==> config.mk <==
export PLATFORM = sky130hd
export DESIGN_NAME = valid_in_pulse_gen
export DESIGN_NICKNAME = d
export VERILOG_FILES = /design/src/rtl/valid_in_pulse_gen.sv
export SDC_FILE = /design/constraint.sdc
export NUM_CORES = 1
export LEC_CHECK = 0
export CELL_PAD_IN_SITES_DETAIL_PLACEMENT = 1
export CELL_PAD_IN_SITES_GLOBAL_PLACEMENT = 1
export CORE_MARGIN = 2
export CORE_UTILIZATION = 45
export CTS_CLUSTER_SIZE = 14
export DETAILED_ROUTE_END_ITERATION = 10
export PLACE_DENSITY_LB_ADDON = 0.1
export SLEW_MARGIN = 20
export SYNTH_ARGS = -nofsm -noshare
export SYNTH_HDL_FRONTEND = slang
export SYNTH_SLANG_ARGS = --single-unit
==> constraint.sdc <==
create_clock -name clk -period 3.98 [get_ports clk]
set_input_delay 0.597 -clock clk [delete_from_list [all_inputs] [get_ports clk]]
set_output_delay 0.597 -clock clk [all_outputs]
set_load 0.02 [all_outputs]
==> src/rtl/valid_in_pulse_gen.sv <==
// valid_in_pulse_gen: multi-channel push-button front end.
// Each channel debounces a raw level input and turns every qualified press
// into a single-cycle valid strobe. While the input stays held, a channel can
// optionally auto-repeat the strobe: first after RPT_DELAY cycles, then
// every RPT_PERIOD cycles. Channels are fully independent, so coincident
// presses produce coincident strobes.
module valid_in_pulse_gen #(
    parameter int CH_NUM     = 4,
    parameter int DEB_CYCLES = 3,
    parameter int RPT_DELAY  = 16,
    parameter int RPT_PERIOD = 8,
    parameter int CNT_W      = 8
) (
    input  logic                  clk,
    input  logic                  rst,
    input  logic [CH_NUM-1:0]     btn,
    input  logic [CH_NUM-1:0]     repeat_en,
    output logic [CH_NUM-1:0]     out,
    output logic                  any_out,
    output logic [2*CH_NUM-1:0]   state_test
);

    // Channel states; the numeric values are visible on state_test.
    typedef enum logic [1:0] {
        IDLE  = 2'd0,
        PULSE = 2'd1,
        HOLD  = 2'd2,
        QUAL  = 2'd3
    } chan_state_t;

    // Terminal counter values. Debounce counts high samples already seen,
    // so the press qualifies when the counter reads DEB_CYCLES-1 and the
    // current sample is high. The repeat counters stop two short of the
    // spacing because one cycle is spent in PULSE and one entering HOLD.
    localparam logic [CNT_W-1:0] DEB_LAST    = CNT_W'(DEB_CYCLES - 1);
    localparam logic [CNT_W-1:0] DELAY_LAST  = CNT_W'(RPT_DELAY - 2);
    localparam logic [CNT_W-1:0] PERIOD_LAST = CNT_W'(RPT_PERIOD - 2);
    localparam logic [CNT_W-1:0] CNT_ONE     = CNT_W'(1);
    localparam logic [CNT_W-1:0] CNT_ZERO    = '0;

    for (genvar i = 0; i < CH_NUM; i++) begin : g_ch
        chan_state_t      state;
        chan_state_t      state_next;
        logic [CNT_W-1:0] cnt;
        logic [CNT_W-1:0] cnt_next;
        logic             rpt_flag;
        logic             rpt_flag_next;
        logic [CNT_W-1:0] limit_last;

        // State, counter and repeat flag registers; reset clears everything at once.
        always_ff @(posedge clk or negedge rst) begin
            if (!rst) begin
                state    <= IDLE;
                cnt      <= CNT_ZERO;
                rpt_flag <= 1'b0;
            end else begin
                state    <= state_next;
                cnt      <= cnt_next;
                rpt_flag <= rpt_flag_next;
            end
        end

        // Next-state logic: debounce in QUAL, one-cycle strobe in PULSE, repeat timing in HOLD.
        always_comb begin
            state_next    = state;
            cnt_next      = cnt;
            rpt_flag_next = rpt_flag;
            limit_last    = rpt_flag ? PERIOD_LAST : DELAY_LAST;

            case (state)
                IDLE: begin
                    if (btn[i]) begin
                        if (DEB_CYCLES == 1) begin
                            state_next = PULSE;
                        end else begin
                            state_next = QUAL;
                            cnt_next   = CNT_ONE;
                        end
                    end else begin
                        rpt_flag_next = 1'b0;
                    end
                end

                QUAL: begin
                    if (!btn[i]) begin
                        state_next = IDLE;
                        cnt_next   = CNT_ZERO;
                    end else if (cnt == DEB_LAST) begin
                        state_next = PULSE;
                    end else begin
                        cnt_next = cnt + CNT_ONE;
                    end
                end

                PULSE: begin
                    state_next = HOLD;
                    cnt_next   = CNT_ZERO;
                end

                HOLD: begin
                    if (!btn[i]) begin
                        state_next    = IDLE;
                        cnt_next      = CNT_ZERO;
                        rpt_flag_next = 1'b0;
                    end else if (!repeat_en[i]) begin
                        cnt_next = CNT_ZERO;
                    end else if (cnt == limit_last) begin
                        state_next    = PULSE;
                        rpt_flag_next = 1'b1;
                    end else begin
                        cnt_next = cnt + CNT_ONE;
                    end
                end

                default: begin
                    state_next    = IDLE;
                    cnt_next      = CNT_ZERO;
                    rpt_flag_next = 1'b0;
                end
            endcase
        end

        assign out[i]              = (state == PULSE);
        assign state_test[2*i +: 2] = state;
    end

    assign any_out = |out;

endmodule
* Word-level counts from Yosys, hierarchy flattened
Index checks and enable logic that the tools add are counted.
** Storage, ports and cells
- Register bits after elaboration :: 44
- Output and inout bits :: 13
- Input bits :: 10
** Cells by class
- $add $sub $neg :: 4
- Eq/ne operators :: 48
- Multiplexer cells :: 80
- Reduce and logical (&&, ||, !) cells :: 21
** Operators by type and width (count)
- 8-bit two-way mux :: 24
- 8-bit one-hot mux with 4 select lines :: 4
- 2-bit two-way mux :: 24
- 3-bit != test, second input constant :: 16
- 8-bit by 1-bit adder with 8-bit output, second input constant :: 4
- 8-bit by 2-bit equality test with 1-bit output, second input constant :: 4
- 8-bit by 4-bit equality test with 1-bit output :: 4
- 2-bit one-hot mux with 4 select lines :: 4
- 4-bit AND reduction :: 8
- 2-bit equality test, second input constant :: 8
- 1-bit two-way mux :: 16
- 4-bit two-way mux :: 4
- 2-bit != test, second input constant :: 8
- 4-bit != test, second input constant :: 4
- 3-bit AND reduction :: 4
- 2-bit by 1-bit equality test with 1-bit output, second input constant :: 4
- 2-bit zero test :: 4
- 1-bit one-hot mux with 2 select lines :: 4
- 2-bit nonzero test :: 4
- 4-bit OR reduction :: 1

* Longest topological paths before layout
- Word-level depth :: 6
- Mapped depth :: 6

* Least setup slack after synthesis
OpenSTA, ideal clock, no wires.
- Path kind :: input to register
- Start :: input port btn[3]
- End :: register g_ch[3].cnt[0]
- Buffers on the path :: 1
- Library setup time :: 125 ps
- Stages :: 4
- Arrival :: 1654 ps
- Slack :: 2201 ps
- Path through :: clkbuf_1 -> nand2_1 -> o31ai_2 -> mux2_2
** On the way
- Cells in the longest elaborated chain, start to end :: 2
** RTL lines
- from (decl) :: RTL line 16 : input logic [CH_NUM-1:0] btn,
- 4-bit != test (no line) (tied with other cells)
- 3-bit AND reduction (no line) / 8-bit one-hot mux with 4 select lines (equally long branches)
- to (signal assigned) :: RTL line 58 : cnt <= cnt_next;
- to (decl) :: RTL line 44 : logic [CNT_W-1:0] cnt;
Several ways; a longest one is shown, not always the timed one.
A chain may end at the register's enable or synchronous reset.

* Worst setup path after layout
- Start :: register g_ch[1].state[0]
- End :: output port any_out
** On the way
- Cells in the longest elaborated chain, start to end :: 2
** RTL lines
- from (decl) :: RTL line 42 : chan_state_t state;
- from (signal assigned) :: RTL line 57 : state <= state_next;
- 2-bit by 1-bit equality test with 1-bit output :: RTL line 123 : assign out[i] = (state == PULSE);
- 4-bit OR reduction :: RTL line 127 : assign any_out = |out;
- to (decl) :: RTL line 19 : output logic any_out,
Every way passes these cells.

==> flow_summary.yaml <==
synthesis:
  async_reset_ff_share_pct: 100.0
  synth_nets: 331
  yosysUniqueCellTypes: 58
  synthFlopType: "dfrtp_1"
  synthCells: 313
  synth_area_mm2: 0.002824
  yosysTopAreaCell: "dfrtp_1"
  yosysTopAreaCellShare_pct: 38.99
  netlist_top_cells_area: "dfrtp_1, nor2_1, ha_1"
  synth-seq-cells: 44
  postSynthAreaPerCell_um2: 9.022
  ys_warn_count: 0
  ys_seq_area_share_pct: 38.99
  synth_edf_count: 0
setup_path:
  cpMaxStageDelayCell: "dfrtp_1"
  crit_start: "g_ch[1].state[0]"
  r2r-start: "g_ch[1].cnt[0]"
  critPathKind: "reg -> out"
  cpPeakStageDelay_ns: 0.62
  crit_path_end_kind: "primary output"
  worstPathCellList: "nand2b_1 -> nand4_1 -> clkdlybuf4s50_1"
  crit_arrival_ns: 1.92
  start_kind: "flop"
  worstPathRequired_ns: 3.38
  r2r_cells: 6
  crit_path_max_fanout: 14
global_route:
  grt_use_met2_pct: 33.43
  grt_max_degree: 45
  use_met1_pct: 30.43
  grt_pass1_vias: 2483
  grt_util_all_layers_pct: 21.04
  grt_antenna_before_repair: 0
  grt_overflow: 0
  grtUsageMet3_pct: 3.082
  grt_busiest_layer: "met2"
  grt_pass1_wl_um: 12280
finish:
  multiInputGateArea_mm2: 0.001577
  area_delta_synth_final_pct: 12.98
  drive_gt1_share_pct: 8.735
  final_cell_area_mm2: 0.003191
  n_fill_cell: 727
  diodes: 0
  fin_cells: 407
  register_area_mm2: 0.001101
  final_nets: 349
clock_network:
  cts_tree: "built"
  htreeDepth: 2
  postCtsSetupBuffers: 0
  clk_path_buf_depth: 2
  clkLatencyLatePin_ns: 0.30
  cts_hold_buf: 0
  cts_buffers: 5
  cts_root_buffer: "clkbuf_8"
  path_clk_slew_ns: 0.08
  cts_resized: 0
  clkSinkCount: 44
placed_design:
  port_buffers: 22
  dpl_cell_area_mm2: 0.003080
  dpl.hpwl_um: 4898
  dp.cells: 399
  gp_congestion: 0.7601
routing:
  viasPerCell: 6.059
  drc: 0
  routed_wl_um: 7053
  first_iter_violations: 110
  wire_per_inst_um: 17.33
  ant_nets: 0
  first_pass_iters: 4
  vias: 2466
hold_path:
  hp-class: "in -> async"
flow_run:
  maxCapViolations: 0
timing:
  fmax_mhz: 398.0
  period_needed_ns: 2.513
  setup-tns-final_ns: 0
  rsz0062_at_grt: "false"
  finClkSkew_ns: 0.01238
  slew_violations: 0
  max-slew-margin-rel_pct: 49.49
  hold-worst-slack_ns: 0.2951
  setup_viol: 0
  period_share_pct: 63.13
  tightestPinTransition_ns: 0.7544
  finalHoldViolations: 0
power_and_ir_drop:
  swShare_pct: 33.63
  pwr-share-clk_pct: 27.9
  seqPwrFrac_pct: 46.4
  ir_worst_vdd_uv: 307.7
  power_density_mw_per_mm2: 386.6
  internal_power_mw: 0.8187
  power_leakage_nw: 1.423
  switchingPower_mw: 0.4149
  combPwrFrac_pct: 25.7
outcome:
  outcome: "completed"
floorplanning:
  ios: 23
  die_w_um: 83.22
  die_y_um: 83.22
  coreArea_mm2: 0.005991
  start_util_pct: 47.14
  row_count: 28
  die_area_mm2: 0.006925
## layout by cell type (no fill, tap or decap), drive strengths merged, types with 4 or more instances in the layout
cell type and n:
dfrtp 44, nor2 30, inv 25, clkdlybuf4s50 21
nand2 20, o21ai 17, and3 12, o211ai 11
a31oi 10, a21oi 10, nand3 9, a22oi 9
nor3 8, ha 8, mux2 8, nand2b 6
o22ai 6, nor3b 6, clkbuf 6, nand4 5
and2 5, o31ai 5, o41ai 4, o21a 4
nor4 4
## cells in the mapped netlist (all sizes together) (8+ instances only)
master,instances
nand2,20
a31oi,10
a21oi,10
o21ai,17
and3,12
nor2,30
nand3,9
mux2,8
ha,8
a22oi,9
dfrtp,44
o211ai,11
inv,25
nor3,8
## layer usage
metal	wire length, µm	vias up
li1	-	1205
met1	3548	1232
met2	3318	25
met3	138	4
met4	47	0
met5	0	-
## per-stage QoR
| step | worst slack, ns | util, % | power, mW |
|---|---|---|---|
| 4_1_cts | 1.443 | 53.22 | 1.251 |
| 3_3_place_gp | 1.562 | 51.42 | 0.8864 |
| 3_5_place_dp | 1.502 | 51.42 | 0.8972 |
| 6_report | 1.467 | 53.26 | 1.234 |
| 2_1_floorplan | 2.201 | - | 0.7788 |
| 5_1_grt | 1.322 | 53.26 | 1.313 |
## worst paths after layout
check	end	slack (ns)
max in group asynchronous	g_ch[2].cnt[2]	3.29
setup / recovery	any_out	1.47
setup reg to reg	g_ch[1].cnt[0]	1.96
min in group clk	g_ch[0].cnt[7]	0.49
hold reg to reg	g_ch[0].cnt[7]	0.49
hold / removal	g_ch[1].state[1]	0.30
## worst max-delay path: cells and delay by family, from the launching register on
| family | cells | cell delay, ns |
|---|---|---|
| buf+inv | 1 | 0.62 |
| flops | 1 | 0.62 |
| simple gates | 2 | 0.38 |
## registers in the layout (all words and copies together), names as in the netlist
name	flops
g_ch.state	8
g_ch.cnt	32
g_ch.rpt_flag	4
## final cells by class
| class | count | share of cell area (%) |
|---|---|---|
| multi-input combinational | 233 | 49.41 |
| timing repair buffer | 22 | 6.824 |
| tap | 75 | 2.941 |
| clock inverter | 2 | 1.098 |
| sequential | 44 | 34.51 |
| inverter | 25 | 2.941 |
| clock buffer | 6 | 2.275 |
## cells by family (layout without fill, tap and decap cells)
kind of cell    Yosys count  in the layout  share of synthesized area (%)
fa+ha+maj                 8              8                          3.545
mux                       8              8                          3.456
flops                    44             44                          38.99
simple gates            114            114                          22.15
compound gates           99             99                          25.43
buf+inv                  36             55                          5.184
xor+xnor                  4              4                          1.241
## power by group through the flow
stage	Clock, mW	Sequential [mW]	Combinational (mW)
3_5_place_dp	0	0.580	0.317
6_report	0.344	0.573	0.317
2_1_floorplan	0	0.556	0.223
4_1_cts	0.360	0.572	0.320
3_3_place_gp	0	0.577	0.309
5_1_grt	0.377	0.584	0.352
Note: power is estimated with default switching activity, not from simulation.
